### src/rtl/prio_aging_pkg.sv
// Shared types and helpers for the priority aging unit and its per-requester lanes.
package prio_aging_pkg;

    localparam int unsigned NREQ     = 3;
    localparam int unsigned PRIO_W   = 2;
    localparam int unsigned PRIO_MAX = 3;
    localparam int unsigned SUM_W    = PRIO_W + 1;

    typedef logic [PRIO_W-1:0] prio_t;

    // Base plus boost formed one bit wider, then clamped to the top level.
    function automatic prio_t prio_sat_add(input prio_t base, input prio_t boost);
        logic [SUM_W-1:0] sum;
        sum = {1'b0, base} + {1'b0, boost};
        return (sum > SUM_W'(PRIO_MAX)) ? PRIO_W'(PRIO_MAX) : sum[PRIO_W-1:0];
    endfunction

endpackage

### src/rtl/prio_age_lane.sv
// Single-requester aging lane: wait counter, priority boost and sticky starvation flag.
module prio_age_lane
    import prio_aging_pkg::*;
#(
    parameter int unsigned AGE_THRESH = 8,
    parameter int unsigned CNT_W      = 8
) (
    input  logic              clk,
    input  logic              rst_n,
    input  logic              age_en,
    input  logic [PRIO_W-1:0] base_prio_i,
    input  logic              req_i,
    input  logic              gnt_i,
    output logic [PRIO_W-1:0] prio_c_o,
    output logic              starve_o
);

    logic [CNT_W-1:0]  cnt_q,    cnt_d;
    logic [PRIO_W-1:0] boost_q,  boost_d;
    logic              starve_q, starve_d;

    assign prio_c_o = prio_sat_add(base_prio_i, boost_q);
    assign starve_o = starve_q;

    // Grant and withdrawal both discard age; otherwise age while enabled.
    always_comb begin
        cnt_d    = cnt_q;
        boost_d  = boost_q;
        starve_d = starve_q;
        if (gnt_i || !req_i) begin
            cnt_d    = '0;
            boost_d  = '0;
            starve_d = 1'b0;
        end else if (age_en) begin
            if (cnt_q < CNT_W'(AGE_THRESH - 1)) begin
                cnt_d = cnt_q + CNT_W'(1);
            end else begin
                cnt_d = '0;
                if (prio_c_o != PRIO_W'(PRIO_MAX)) begin
                    boost_d = boost_q + PRIO_W'(1);
                end else begin
                    starve_d = 1'b1;
                end
            end
        end
    end

    always_ff @(posedge clk or negedge rst_n) begin
        if (!rst_n) begin
            cnt_q    <= '0;
            boost_q  <= '0;
            starve_q <= 1'b0;
        end else begin
            cnt_q    <= cnt_d;
            boost_q  <= boost_d;
            starve_q <= starve_d;
        end
    end

endmodule

### src/rtl/prio_aging_unit.sv
// Priority aging front end for the 3-requester arbiter: one aging lane per requester.
// Optional macro PRIO_AGING_ASSERT_EN adds simulation-only protocol and state assertions.
module prio_aging_unit
    import prio_aging_pkg::*;
#(
    parameter int unsigned AGE_THRESH = 8,
    parameter int unsigned CNT_W      = 8
) (
    input  logic            clk,
    input  logic            rst_n,
    input  logic            age_en,
    input  logic [1:0]      base_prio0,
    input  logic [1:0]      base_prio1,
    input  logic [1:0]      base_prio2,
    input  logic [NREQ-1:0] req,
    input  logic [NREQ-1:0] gnt,
    output logic [1:0]      prio0,
    output logic [1:0]      prio1,
    output logic [1:0]      prio2,
    output logic [NREQ-1:0] starve
);

    logic [PRIO_W-1:0] base_a [NREQ];
    logic [PRIO_W-1:0] prio_a [NREQ];

    assign base_a[0] = base_prio0;
    assign base_a[1] = base_prio1;
    assign base_a[2] = base_prio2;

    assign prio0 = prio_a[0];
    assign prio1 = prio_a[1];
    assign prio2 = prio_a[2];

    for (genvar i = 0; i < NREQ; i++) begin : g_lane
        prio_age_lane #(
            .AGE_THRESH (AGE_THRESH),
            .CNT_W      (CNT_W)
        ) u_lane (
            .clk         (clk),
            .rst_n       (rst_n),
            .age_en      (age_en),
            .base_prio_i (base_a[i]),
            .req_i       (req[i]),
            .gnt_i       (gnt[i]),
            .prio_c_o    (prio_a[i]),
            .starve_o    (starve[i])
        );

`ifdef PRIO_AGING_ASSERT_EN
        a_gnt_onehot: assert property (@(posedge clk) disable iff (!rst_n)
            !(gnt[i] && |(gnt & ~(NREQ'(1) << i))))
            else $error("prio_aging_unit lane %0d: granted together with another lane (gnt=%b)", i, gnt);
        a_gnt_req: assert property (@(posedge clk) disable iff (!rst_n) gnt[i] |-> req[i])
            else $error("prio_aging_unit lane %0d: grant without request", i);
        a_state: assert property (@(posedge clk) disable iff (!rst_n)
            (u_lane.boost_q <= PRIO_W'(PRIO_MAX)) && (32'(u_lane.cnt_q) < AGE_THRESH))
            else $error("prio_aging_unit lane %0d: boost/counter out of range", i);
        a_starve_top: assert property (@(posedge clk) disable iff (!rst_n)
            starve[i] |-> (prio_a[i] == PRIO_W'(PRIO_MAX)))
            else $error("prio_aging_unit lane %0d: starve set below top priority", i);
`endif
    end

endmodule

### config.mk
export PLATFORM = sky130hd
export DESIGN_NAME = prio_aging_unit
export DESIGN_NICKNAME = d
export VERILOG_FILES = /design/src/rtl/prio_aging_pkg.sv /design/src/rtl/prio_age_lane.sv /design/src/rtl/prio_aging_unit.sv
export SDC_FILE = /design/constraint.sdc
export NUM_CORES = 1
export LEC_CHECK = 0
export ABC_AREA = 1
export BUFFER_PORTS_ARGS = -buffer_cell sky130_fd_sc_hd__clkbuf_2
export CORE_AREA = 2 2 76 78
export CTS_CLUSTER_SIZE = 40
export DETAILED_ROUTE_END_ITERATION = 10
export DIE_AREA = 0 0 78 80
export GPL_ROUTABILITY_DRIVEN = 0
export GPL_TIMING_DRIVEN = 0
export PLACE_DENSITY = 0.59
export SLEW_MARGIN = 20
export SYNTH_ARGS = -nofsm -noshare
export SYNTH_HDL_FRONTEND = slang
export SYNTH_SLANG_ARGS = --single-unit
### constraint.sdc
create_clock -name clk -period 2.35 [get_ports clk]
set_clock_uncertainty 0.05 [all_clocks]
set_input_delay 0 -clock clk [delete_from_list [all_inputs] [get_ports clk]]
set_output_delay 0 -clock clk [all_outputs]
set_load 0.1 [all_outputs]
==> results_dict.tcl <==
set metrics [dict create \
    numClockSinks 33 \
    synth_simple_gate_area_share 0.313 \
    start_kind "flip-flop" \
    yosys-top-cells-area "dfrtp_1 45%, nand2_1 12%, inv_1 7.5%, nor2_1 4.9%, ha_1 4.1%" \
    core_area_um2 5410 \
    critPathArrivalTime_ns 1.94 \
    diodes 0 \
    slew_viol_final 0 \
    row_count 27 \
    worst_path_largest_cell_delay_ns 0.45 \
    grt_pass1_wl_mm 5.70 \
    final_util 0.402 \
    worst_slack_ns 0.359 \
    max_freq_ghz 0.502 \
    grt_pass1_vias 1342 \
    cp_top_family "adder cells" \
    num_vias 1396 \
    synth_adder_area_share 0.0733 \
    ir_drop_v 0.000427 \
    reg2reg_slack_ns 0.50 \
    synth-xor-area-share 0 \
    setup_violations 0 \
    end_kind "output pin" \
    cp_slowest_cell "clkbuf_2" \
    seqCellArea_um2 826 \
    ys_seq_elements 33 \
    outcome "finished, final reports clean" \
    cts_max_level 2 \
    hold_viol_final 0 \
    final_cell_mix "58 x nand2_1, 37 x inv_1, 33 x dfrtp_1" \
    post_route_cells_drive_above_1_share 0.236 \
    drc_errors 0 \
    clk_pin_slew_ns 0.07 \
    yosysTopAreaCell "dfrtp_1" \
    nFillCells 562 \
    die_h_um 80 \
    busiest_layer "met2" \
    setup_tns_ns 0 \
    final_common_cell "nand2_1" \
    cts_root_buf "clkbuf_8" \
    multi_input_area_um2 803 \
    place_hpwl_mm 2.27 \
    syn_inst 225 \
    area_growth_syn_to_layout_pct 18.0 \
    overflow 0 \
    avgSynthCellArea_um2 8.19 \
    whs_ns 0.0219 \
    numCtsBuffers 5 \
    grt_setup_unrepaired "no" \
    muxShareOfSynthArea 0 \
    met3_usage 0.0339 \
    power_mw 1.43 \
    grt_usage 0.117 \
    antenna_found_initial 0 \
    io-pin-count 24 \
    grtUsageMet2 0.193 \
    die_x_um 78 \
    cts_tree "built" \
    grt_util_met1 0.141 \
    netlist_area_um2 1840 \
    ys_warn_count 0 \
    numPortBuffers 23 \
    syn-num-nets 249 \
    fin_cells 331 \
    yosysSeqAreaShare 0.448 \
    post-route-min-period_ns 1.99 \
    drv_cap 0 \
    drtPass1Iterations 4 \
    async_flop_share 1.00 \
    die-area_um2 6240 \
    grt_max_degree 34 \
    path_cells "ha_1 -> inv_1 -> fa_1 -> nand2_1 -> clkbuf_2" \
    wl_per_cell_um 9.24 \
    fin_area_um2 2170 \
    crit_type "flip-flop to output pin" \
    drt_iter0_drc 75 \
    synth_top_area_frac 0.448 \
    drt_wl_total_mm 3.06 \
    synth_compound_area_frac 0.0496 \
    place_inst 320 \
    clk_latency_ns 0.28 \
    hold_path.class "input port to flip-flop" \
    synth_ff_type "dfrtp_1" \
    clock_path_buffers 2 \
    p_leak_nw 1.21 \
    slew_headroom 0.457 \
    synth_cell_type_count 24 \
    ant_nets 0 \
    postCtsResizedCells 0 \
    tightest_slew_ns 0.815 \
    powerDensity_nw_per_um2 658 \
    synth_edf_count 0 \
    worstPathMaxFanout 5 \
    period_share 0.847 \
    dp_slack_ns 0.498 \
    fin_nets 283 \
    path_buf_inv 2 \
    place_area_um2 2050 \
    required_ns 2.30 \
    synth_top_family_by_area "simple AND/OR/NAND/NOR gates" \
    start_util 0.341 \
    viasPerCell 4.22 \
]
==> logic make-up after synthesis <==
family,after synthesis
fa+ha+maj,9
simple gates,119
compound gates,16
flops,33
buf+inv,48
==> synth_stat cells (2+ instances only) <==
cell and n:
buf_6 3, o21ai_0 2, nand2_1 58, dfrtp_1 33
a21oi_1 5, o21ai_1 7, nor2_1 24, nand2_4 4
nor2_4 2, nand2_2 4, inv_2 5, fa_1 3
nand4_1 9, nor2_2 5, nand3_1 7, nand3_2 3
buf_4 3, inv_1 37, ha_1 6
==> what timing repair did <==
item                                    4_1_cts  5_1_grt
endpoints found under the setup margin        0        0
hold buffers                                  4        0
buffers inserted                              0        0
hold endpoints to repair                     37        0
==> layer usage <==
layer / share of wire / wire [um]
met5: 0 / 0
met4: 0.023 / 70
met2: 0.44 / 1350
met3: 0.039 / 119
met1: 0.50 / 1520
==> worst paths after layout <==
| check | cells after the start | end | startpoint |
|---|---|---|---|
| worst min-delay path | 5 | g_lane[1].u_lane.starve_o | req[1] |
| worst max register to register | 9 | g_lane[1].u_lane.starve_o | g_lane[1].u_lane.boost_q[0] |
| max in group asynchronous | 2 | g_lane[1].u_lane.cnt_q[1] | rst_n |
| min in group asynchronous | 2 | g_lane[1].u_lane.cnt_q[4] | rst_n |
| worst max-delay path | 5 | prio0[1] | g_lane[0].u_lane.boost_q[0] |
| worst min register to register | 2 | g_lane[1].u_lane.starve_o | g_lane[1].u_lane.starve_o |
==> where the power goes <==
part	leakage, nW	switching, mW	internal [mW]	total, mW
clock network	0.0443	0.195	0.232	0.427
logic	0.715	0.310	0.0856	0.396
registers	0.453	0.0198	0.589	0.608
total	1.21	0.525	0.906	1.43
==> cell type report <==
type	instances	share of cell area
well taps	72	0.0414
clock buffers	7	0.0397
multi-input cells	144	0.369
inverters	42	0.0725
plain buffers	6	0.0259
flip-flops and latches	33	0.380
repair buffers	27	0.0713
==> registers in the layout (all words and copies together) (netlist names) <==
register / cells
g_lane.u_lane.cnt_q: 24
g_lane.u_lane.boost_q: 6
g_lane.u_lane.starve_o: 3
==> worst register-to-register path: cells and delay by family, from the launching register on <==
| kind | cells | cell delay [ns] |
|---|---|---|
| adders and majority gates | 2 | 0.59 |
| buffers and inverters | 1 | 0.06 |
| AOI/OAI and AO/OA | 1 | 0.25 |
| DFF | 1 | 0.42 |
| and+or+nand+nor | 5 | 0.37 |
Power figures use the tool's default switching activity.
